## config.mk

```make
export PLATFORM = sky130hd
export DESIGN_NAME = seq_pattern_tx
export DESIGN_NICKNAME = d
export VERILOG_FILES = /design/src/rtl/seq_pattern_pkg.sv /design/src/rtl/seq_tx_selfcheck.sv /design/src/rtl/seq_pattern_tx.sv
export SDC_FILE = /design/constraint.sdc
export NUM_CORES = 1
export LEC_CHECK = 0
export BUFFER_PORTS_ARGS = -buffer_cell sky130_fd_sc_hd__buf_2
export CORE_MARGIN = 2
export CORE_UTILIZATION = 45
export CTS_BUF_LIST = sky130_fd_sc_hd__clkbuf_4 sky130_fd_sc_hd__clkbuf_8 sky130_fd_sc_hd__clkbuf_16
export DETAILED_ROUTE_END_ITERATION = 10
export GPL_TIMING_DRIVEN = 0
export PLACE_DENSITY = 0.74
export SLEW_MARGIN = 20
export SYNTH_ARGS = -nofsm -noshare
export SYNTH_HDL_FRONTEND = slang
export SYNTH_SLANG_ARGS = --single-unit
```

## constraint.sdc

```tcl
create_clock -name clk -period 3 [get_ports clk]
set_clock_uncertainty 0.2 [all_clocks]
set_input_delay 0.45 -clock clk [delete_from_list [all_inputs] [get_ports clk]]
set_output_delay 0.45 -clock clk [all_outputs]
set_load 0.005 [all_outputs]
```

## src/rtl/seq_pattern_pkg.sv

```systemverilog
// seq_pattern_pkg: shared state encoding and defaults for the serial pattern
// generator (seq_pattern_tx) and its optional self-check detector.
package seq_pattern_pkg;

  // FSM encoding, also exported on the state_dbg port of seq_pattern_tx.
  typedef enum logic [1:0] {
    ST_IDLE  = 2'd0,
    ST_SHIFT = 2'd1,
    ST_GAP   = 2'd2,
    ST_DONE  = 2'd3
  } state_t;

  // Pattern used by the detectors this block drives, for convenience in benches.
  localparam logic [3:0] DEF_PAT = 4'b1101;

endpackage

```

## src/rtl/seq_tx_selfcheck.sv

```systemverilog
// seq_tx_selfcheck: overlapping detector for an arbitrary PAT_W-bit pattern.
// It keeps the last PAT_W qualified bits and a fill count, and increments a
// saturating match counter whenever the window equals the pattern.
// Built only when SEQ_PATTERN_TX_SELFCHECK_EN is defined.
`ifdef SEQ_PATTERN_TX_SELFCHECK_EN
module seq_tx_selfcheck #(
  parameter int PAT_W = 4,
  parameter int CNT_W = 8
) (
  input  logic             clk,
  input  logic             rst,
  input  logic             clr,
  input  logic [PAT_W-1:0] pat,
  input  logic             bit_in,
  input  logic             bit_valid,
  output logic [CNT_W-1:0] match_cnt
);

  localparam int FILL_W = $clog2(PAT_W + 1);

  logic [PAT_W-1:0]  hist;
  logic [FILL_W-1:0] fill;
  logic [PAT_W-1:0]  hist_nxt;
  logic              full_nxt;
  logic              hit;

  // Window after accepting the current bit; a hit needs PAT_W bits seen.
  always_comb begin
    hist_nxt = {hist[PAT_W-2:0], bit_in};
    full_nxt = (fill >= FILL_W'(PAT_W - 1));
    hit      = bit_valid && full_nxt && (hist_nxt == pat);
  end

  // Shift qualified bits in and count matches, saturating at all-ones.
  always_ff @(posedge clk) begin
    if (rst || clr) begin
      hist      <= '0;
      fill      <= '0;
      match_cnt <= '0;
    end else if (bit_valid) begin
      hist <= hist_nxt;
      if (fill != FILL_W'(PAT_W)) fill <= fill + 1'b1;
      if (hit && (match_cnt != '1)) match_cnt <= match_cnt + 1'b1;
    end
  end

endmodule
`endif

```

## src/rtl/seq_pattern_tx.sv

```systemverilog
// seq_pattern_tx: serial pattern generator. Sends a latched PAT_W-bit pattern
// MSB first, a given number of times, with optional idle gaps in between.
// Optional self-check detector: define SEQ_PATTERN_TX_SELFCHECK_EN.
//
// Start handshake: the request (pat_in, rep_count, gap_cycles) is taken in the
// cycle where start_valid && start_ready are both high at the rising edge;
// start_ready is high only in IDLE and requests at other times are dropped.
module seq_pattern_tx
  import seq_pattern_pkg::*;
#(
  parameter int PAT_W = 4,
  parameter int CNT_W = 8,
  parameter int GAP_W = 4
) (
  input  logic             clk,
  input  logic             rst,
  input  logic             start_valid,
  output logic             start_ready,
  input  logic [PAT_W-1:0] pat_in,
  input  logic [CNT_W-1:0] rep_count,
  input  logic [GAP_W-1:0] gap_cycles,
  output logic             out,
  output logic             out_valid,
  output logic             frame_start,
  output logic             busy,
  output logic             done,
  output logic [CNT_W-1:0] match_cnt,
  output state_t           state_dbg
);

  localparam int              IDX_W   = (PAT_W > 1) ? $clog2(PAT_W) : 1;
  localparam logic [IDX_W-1:0] IDX_MSB = IDX_W'(PAT_W - 1);

  state_t           state;
  logic [PAT_W-1:0] pat_q;
  logic [IDX_W-1:0] idx;
  logic [CNT_W-1:0] reps_left;
  logic [GAP_W-1:0] gap_len;
  logic [GAP_W-1:0] gap_cnt;
  logic [CNT_W-1:0] reps_norm;

  // A repeat count of zero sends the pattern once.
  always_comb begin
    reps_norm = (rep_count == '0) ? CNT_W'(1) : rep_count;
  end

  // Main FSM; every output is registered together with the state it belongs to.
  always_ff @(posedge clk) begin
    if (rst) begin
      state       <= ST_IDLE;
      pat_q       <= '0;
      idx         <= '0;
      reps_left   <= '0;
      gap_len     <= '0;
      gap_cnt     <= '0;
      out         <= 1'b0;
      out_valid   <= 1'b0;
      frame_start <= 1'b0;
      busy        <= 1'b0;
      done        <= 1'b0;
      start_ready <= 1'b1;
    end else begin
      case (state)
        ST_IDLE: begin
          if (start_valid) begin
            pat_q       <= pat_in;
            reps_left   <= reps_norm;
            gap_len     <= gap_cycles;
            idx         <= IDX_MSB;
            state       <= ST_SHIFT;
            out         <= pat_in[PAT_W-1];
            out_valid   <= 1'b1;
            frame_start <= 1'b1;
            busy        <= 1'b1;
            start_ready <= 1'b0;
          end
        end

        ST_SHIFT: begin
          if (idx != '0) begin
            idx         <= idx - 1'b1;
            out         <= pat_q[idx - 1'b1];
            frame_start <= 1'b0;
          end else if (reps_left != CNT_W'(1)) begin
            // More repetitions: either pause for the gap or restart with no bubble.
            reps_left <= reps_left - 1'b1;
            if (gap_len != '0) begin
              state       <= ST_GAP;
              gap_cnt     <= gap_len;
              out         <= 1'b0;
              out_valid   <= 1'b0;
              frame_start <= 1'b0;
            end else begin
              idx         <= IDX_MSB;
              out         <= pat_q[PAT_W-1];
              frame_start <= 1'b1;
            end
          end else begin
            reps_left   <= '0;
            state       <= ST_DONE;
            out         <= 1'b0;
            out_valid   <= 1'b0;
            frame_start <= 1'b0;
            done        <= 1'b1;
          end
        end

        ST_GAP: begin
          if (gap_cnt == GAP_W'(1)) begin
            state       <= ST_SHIFT;
            idx         <= IDX_MSB;
            out         <= pat_q[PAT_W-1];
            out_valid   <= 1'b1;
            frame_start <= 1'b1;
          end else begin
            gap_cnt <= gap_cnt - 1'b1;
          end
        end

        ST_DONE: begin
          state       <= ST_IDLE;
          done        <= 1'b0;
          busy        <= 1'b0;
          start_ready <= 1'b1;
        end

        default: begin
          state       <= ST_IDLE;
          out         <= 1'b0;
          out_valid   <= 1'b0;
          frame_start <= 1'b0;
          busy        <= 1'b0;
          done        <= 1'b0;
          start_ready <= 1'b1;
        end
      endcase
    end
  end

  // Debug view of the FSM.
  always_comb begin
    state_dbg = state;
  end

`ifdef SEQ_PATTERN_TX_SELFCHECK_EN
  logic accept;

  // Accept strobe clears the detector for the new frame.
  always_comb begin
    accept = (state == ST_IDLE) && start_valid;
  end

  seq_tx_selfcheck #(
    .PAT_W (PAT_W),
    .CNT_W (CNT_W)
  ) u_selfcheck (
    .clk       (clk),
    .rst       (rst),
    .clr       (accept),
    .pat       (pat_q),
    .bit_in    (out),
    .bit_valid (out_valid),
    .match_cnt (match_cnt)
  );
`else
  // Without the detector the match count stays at zero.
  always_comb begin
    match_cnt = '0;
  end
`endif

endmodule

```

==> results by group, run 1 <==
Outcome
  – Outcome: complete, no violations

Global routing
  – Total grt overflow: 0
  – Initial antenna violation count: 0
  – Vias in the first global route: 1740
  – Pin count of the biggest net entering global routing: 12
  – Global-route wire length before repair: 7.97 mm
  – Total GRT Usage: 20.2%

Min path
  – Hold WC Path Type: in2reg

Critical path
  – Worst Setup End Kind: register
  – Req. time, crit path: 2.99 ns
  – CP Launch Type: register
  – Critical-path maximum fanout: 6
  – Critical path type: reg2reg
  – Worst path arrival time: 2.30 ns

Floorplanning
  – DIE WIDTH: 69.9 microns
  – Starting Density: around 48%
  – Core area: 4090 sq um
  – Die footprint: slightly below 5000 sq um
  – Die Height: 69.9 microns
  – Ports: 35
  – Row Count: 23

Timing
  – Final period utilization: 77.0%
  – Peak Freq: 0.433 GHz
  – Final count of hold timing violations: 0
  – Final setup vio count: 0
  – Unrepaired setup endpoints after global routing: false
  – Slew @ Worst Pin: about 0.92 ns
  – Final min period: around 2.3 ns
  – Setup Total Neg Slack: 0 ns
  – Final slew viol count: 0
  – Relative slew slack: 37.9%

CTS
  – H-tree depth: 2
  – TritonCTS clock tree: built
  – Root Buffer: clkbuf_8
  – Clk_lat worst skew: a little under 0.3 ns
  – Post-CTS Setup Repair Bufs: 0
  – Cts bufs inserted: 5
  – Clock sinks: 30
  – Hold_buf cts: 0
  – Resized cells post-CTS: 0
  – Register clock-pin slew on the reported worst setup and hold paths: 0.07 ns
  – Clk buf depth: 2

Run
  – Max_cap viols: 0

Routing
  – # DRC: 0
  – Vias: 1863
  – DR pass1 iterations: 4
  – Routed WL: 4.77 mm
  – DR vias/cell: roughly 5.7
  – WL/cell: 14.6 microns
  – Detail Route Antenna Nets: 0
  – Initial drt markers: ~170

Synth
  – Mux cell area share after synthesis: 3.20%
  – Xor/xnor share of the synthesized area: 0%
  – Main synth FF type: dfxtp_1
  – Mapped Cells: 235
  – Synth unique cells: 56
  – Largest family of logic cells by synthesized area: compound AO/OA/AOI/OAI gates
  – Synth Register Bits: 30
  – Synth Warn #: 0
  – EDFF count, synth: 0
  – Compound-gate portion of the synthesized area: 27.2%
  – Synthesized area: 1960 sq um
  – Avg Inst Size Synth: around 8.3 sq um
  – Sequential area share after synthesis: 30.7%
  – Async SR Flop Fraction: 0%
  – Adder-cell area share of the yosys netlist: 5.75%
  – Simple-Gate Fraction of Synth Area: 23.1%

Power and ir drop
  – Leak: 0.927 nW
  – Power, Total: 2.31 mW
  – Pwr dens: 1010 nW/um^2
  – Worst VDD drop: 0.450 mV

Place
  – Port bufs: 26
  – Final HPWL DP: 3.50 mm
  – Placer Congestion: 0.881

Layout
  – Area Growth Syn to Fin: 17.0%
  – Antenna cells: 0
  – Layout cell share with drive strength beyond 1: a little under a quarter
  – NumNets Final: 303
## final cells by class
type,count,area [sq um]
Buffer,24,138
Clock buffer,5,68.8
Clock inverter,3,45.0
Fill cell,401,1800
Inverter,15,56.3
Multi-Input combinational cell,173,1190
Sequential cell,30,601
Tap cell,50,62.6
Timing Repair Buffer,26,130
## cells in the final DEF (no fill, tap or decap), drive strengths merged, types with 2 or more instances in the layout
master / instances
a211oi: 5
a21o: 3
a21oi: 19
a221oi: 3
a22oi: 2
a311oi: 2
a31o: 3
a32o: 3
and3: 3
buf: 41
clkbuf: 14
clkinvlp: 2
conb: 8
dfxtp: 30
ha: 9
inv: 15
mux2i: 4
nand2: 23
nand2b: 2
nand3: 14
nand4: 2
nor2: 17
nor2b: 3
nor3: 7
nor3b: 3
nor4: 5
o211ai: 2
o21ai: 9
o32ai: 5
or3b: 2
or4: 2
## worst max-delay path, cell delays in order, from the launching register on
cell,delay [ns]
dfxtp_1,0.49
ha_1,0.27
or3b_2,0.45
buf_2,0.20
o2111ai_4,0.25
a221oi_1,0.13
a31o_1,0.21
## sequential cells by signal, indices dropped and copies added, names as in the netlist, 2 cells and up
name       count
gap_cnt        4
gap_len        4
state_dbg      2
pat_q          4
reps_left      8
idx            2
## kinds of logic after synthesis
group,count (synthesis)
AO/OA/AOI/OAI,65
adder cells (fa/ha/maj),9
flip-flops,30
buffers and inverters,39
AND/OR/NAND/NOR,86
multiplexers,5
other,1
## worst paths after layout
| kind | startpoint | endpoint | slack (ns) | cells past startpoint |
|---|---|---|---|---|
| setup / recovery | reps_left[0] | gap_cnt[0] | 0.69 | 6 |
| hold / removal | pat_in[0] | pat_q[0] | 0.21 | 3 |
| setup reg to reg | reps_left[0] | gap_cnt[0] | 0.69 | 6 |
| hold reg to reg | pat_q[2] | pat_q[2] | 0.25 | 2 |
## synth_stat cells, types with 2 or more instances
master | n | area share [%]
a211oi_1 | 4 | 1.5
a21o_1 | 3 | 1.2
a21oi_1 | 18 | 4.6
a221oi_1 | 2 | 0.90
a22oi_1 | 2 | 0.77
a31o_2 | 2 | 0.90
a32o_1 | 3 | 1.5
and3_1 | 3 | 0.96
buf_2 | 5 | 1.3
buf_4 | 9 | 3.5
clkbuf_1 | 9 | 1.7
dfxtp_1 | 30 | 31
ha_1 | 9 | 5.8
inv_1 | 15 | 2.9
mux2i_1 | 4 | 2.0
nand2_1 | 23 | 4.4
nand2b_1 | 2 | 0.64
nand3_1 | 14 | 3.6
nand4_1 | 2 | 0.64
nor2_1 | 17 | 3.3
nor2b_1 | 3 | 0.96
nor3_1 | 7 | 1.8
nor3b_1 | 3 | 1.2
nor4_1 | 3 | 0.96
o211ai_1 | 2 | 0.77
o21ai_0 | 6 | 1.5
o21ai_4 | 2 | 1.7
o32ai_1 | 5 | 2.2
## per-stage QoR
step | hold WS, ns | instance area (sq um) | utilization (%) | setup slack [ns] | instances
6_report | 0.207 | 2290 | 56.0 | 0.689 | 326
5_1_grt | 0.202 | 2290 | 56.0 | 0.570 | 326
4_1_cts | 0.201 | 2290 | 56.0 | 0.699 | 326
3_5_place_dp | 0.247 | 2180 | 53.2 | 0.728 | 318
3_3_place_gp | 0.244 | 2180 | 53.2 | 0.715 | 318
2_1_floorplan | 0.233 | 1980 | - | 0.918 | 242
## per-layer routing
layer  wire, microns  share of wire (%)  vias up  GRT usage, %
met4              63                1.3        0          7.26
met3             274                5.7        7          4.47
met2            2290                 48       58          34.3
li1                -                  -      925             -
met1            2140                 45      873          25.1
met5               0                  0        -             0
## power breakdown
part	internal (mW)	total, mW	switching [mW]
clock	0.247	0.414	0.167
combinational	0.509	1.24	0.730
sequential	0.520	0.652	0.132
total	1.27	2.31	1.03
Power figures use the tool's default switching activity.
==> run 2, diff against run 1 <==
--- a/config.mk
+++ b/config.mk
@@ -11,7 +11,7 @@
 export CTS_BUF_LIST = sky130_fd_sc_hd__clkbuf_4 sky130_fd_sc_hd__clkbuf_8 sky130_fd_sc_hd__clkbuf_16
 export DETAILED_ROUTE_END_ITERATION = 10
 export GPL_TIMING_DRIVEN = 0
-export PLACE_DENSITY = 0.74
+export PLACE_DENSITY = 0.76
 export SLEW_MARGIN = 20
 export SYNTH_ARGS = -nofsm -noshare
 export SYNTH_HDL_FRONTEND = slang
==> constraint.sdc (replaced) <==
create_clock -name clk -period 1.89 [get_ports clk]
set_clock_uncertainty 0.2 [all_clocks]
set_input_delay 0.2835 -clock clk [delete_from_list [all_inputs] [get_ports clk]]
set_output_delay 0.2835 -clock clk [all_outputs]
set_load 0.005 [all_outputs]
==> results by group, run 2 (synthesized netlist as in run 1, its figures left out) <==
Outcome
  – Outcome: complete, but fails checks
  – Violated checks: setup timing

Timing
  – Peak Freq: 0.503 GHz (+16%)
  – Final min period: 1.99 ns (-0.322 ns)
  – Unrepaired setup endpoints after global routing: true
  – Min setup slack post-route: -0.0989 ns (-0.788 ns)
  – Slew @ Worst Pin: 0.723 ns (-0.200 ns)
  – Final count of hold timing violations: 0 (unchanged)
  – Final slew viol count: 0 (unchanged)
  – Relative slew slack: 51.8% (+14 points)
  – Final setup vio count: 13 (+13)
  – Final period utilization: 105% (+28 points)

CTS
  – Clk_lat worst skew: 0.28 ns (about the same)
  – Clock sinks: 30 (unchanged)
  – Root Buffer: clkbuf_8
  – TritonCTS clock tree: built
  – Register clock-pin slew on the reported worst setup and hold paths: 0.06 ns (about the same)
  – Cts bufs inserted: 5 (unchanged)
  – H-tree depth: 2 (unchanged)
  – Clk buf depth: 2 (unchanged)

Critical path
  – CP Launch Type: register
  – CP Cell Sequence: inv_2 > ha_4 > mux4_2 > a221oi_2 > o21ai_1 > a31o_2
  – Critical path type: reg2reg
  – Worst path arrival time: 1.96 ns (-0.34 ns)
  – Worst Setup End Kind: register
  – Req. time, crit path: 1.86 ns (-1.13 ns)
  – Critical-path maximum fanout: 2 (-4)
  – Max incr delay on CP: 0.51 ns (+0.02 ns)
  – R2R Setup Slk: -0.1 ns (-0.79 ns)
  – Critical path's slowest cell: mux4_2

Floorplanning
  – Ports: 35 (unchanged)
  – DIE WIDTH: 69.9 microns (unchanged)
  – Core area: 4090 sq um (unchanged)
  – Row Count: 23 (unchanged)
  – Die Height: 69.9 microns (unchanged)
  – Starting Density: 47.9% (unchanged)
  – Die footprint: 4890 sq um (unchanged)

Layout
  – Number of flip-flops in the largest register: 8 (unchanged)
  – Layout cell share with drive strength beyond 1: 42.8% (+19 points)
  – Final Cell Area: 2610 sq um (+14%)
  – Commonest non-fill, non-tap cell in the layout: buf_2
  – Most frequent cells in the layout: 27 x buf_2, 26 x buf_4, 23 x nand2_1
  – Antenna cells: 0 (unchanged)
  – Area Growth Syn to Fin: 33.4%
  – NumNets Final: 319 (+5.3%)
  – Largest register by flop count: reps_left

Routing
  – WL/cell: 15.9 microns (+8.7%)
  – Detail Route Antenna Nets: 0 (unchanged)
  – DR vias/cell: 5.81 (+1.6%)
  – # DRC: 0 (unchanged)
  – Vias: 1975 (+6.0%)
  – Routed WL: 5.41 mm (+13%)
  – Initial drt markers: 103 (-38%)
  – DR pass1 iterations: 4 (unchanged)

Place
  – Area after DPL: 2250 sq um (+3.5%)
  – Dpl ws: -0.275 ns (-1.00 ns)
  – Final HPWL DP: 3.52 mm (+0.65%)
  – Placer Congestion: 0.898 (+1.8%)
  – Port bufs: 26 (unchanged)

Global routing
  – GRT busiest layer: met2
  – Vias in the first global route: 1841 (+5.8%)
  – Met3 GRT Util: 6.35% (+1.9 points)
  – GRT met1 Usage: 26.6% (+1.5 points)
  – Met2 usage: 38.1% (+3.8 points)
  – Total GRT Usage: 22.1% (+1.8 points)
  – Total grt overflow: 0 (unchanged)
  – Global-route wire length before repair: 8.62 mm (+8.1%)
  – Pin count of the biggest net entering global routing: 11 (-1)
  – Initial antenna violation count: 0 (unchanged)

Min path
  – Hold WC Path Type: in2reg

Run
  – Max_cap viols: 0 (unchanged)

Power and ir drop
  – Leak: 1.07 nW (+15%)
  – Pwr dens: 1600 nW/um^2 (+59%)
  – Worst VDD drop: 0.833 mV (+85%)
run 2: cell count changes in the layout (fill, tap and decap cells not counted), moves of 5 or more:
| cell | delta |
|---|---|
| buf_4 | +17 |
| dfxtp_1 | -10 |
| dfxtp_2 | +6 |
| inv_1 | -6 |
| ha_1 | -5 |
run 2: cell type report:
class,instances,area (sq um)
flip-flops and latches,30,623
plain buffers,20,128
fillers,349,1480
clock buffers,6,82.6
multi-input cells,173,1360
well taps,50,62.6
inverters,15,61.3
repair buffers,46,295
run 2: worst paths after layout:
check	startpoint	to	cells past startpoint
worst max-delay path	idx[1]	out	6
worst min-delay path	pat_in[2]	pat_q[2]	3
worst max register to register	idx[1]	out	6
worst min register to register	pat_q[0]	pat_q[0]	2
run 2: worst max-delay path, delay by kind of cell (launching register included):
family | cells | cell delay (ns)
AO/OA/AOI/OAI | 3 | 0.52
multiplexers | 1 | 0.51
flip-flops | 1 | 0.34
adder cells (fa/ha/maj) | 1 | 0.27
buffers and inverters | 1 | 0.05
run 2: through the flow:
| step | utilization (%) | setup TNS [ns] | cells | power (mW) | hold WS (ns) |
|---|---|---|---|---|---|
| 2_1_floorplan | - | -0.0837 | 242 | 2.66 | 0.231 |
| 3_3_place_gp | 55.1 | -2.08 | 318 | 3.09 | 0.242 |
| 3_5_place_dp | 55.1 | -2.57 | 318 | 3.13 | 0.245 |
| 4_1_cts | 61.0 | -0.489 | 338 | 3.87 | 0.0460 |
| 5_1_grt | 63.9 | -1.43 | 340 | 4.44 | 0.0635 |
| 6_report | 63.9 | -0.651 | 340 | 4.17 | 0.0555 |
run 2: metal layers:
metal / share of wire (%) / vias to the layer above
li1: - / 959
met5: 0 / -
met2: 50 / 70
met3: 5.5 / 7
met4: 1.2 / 0
met1: 43 / 939
run 2: report_power, final:
part | switching (mW) | total [mW] | internal (mW)
clock | 0.223 | 0.503 | 0.280
sequential | 0.208 | 1.07 | 0.859
combinational | 1.42 | 2.60 | 1.18
run 2: what timing repair did:
item | CTS | global route
hold buffers | 0 | 0
endpoints found under the setup margin | 22 | 19
setup buffers | 16 | 3
resized for setup | 26 | 25
pin swaps | 20 | 18
cloned | 1 | 0
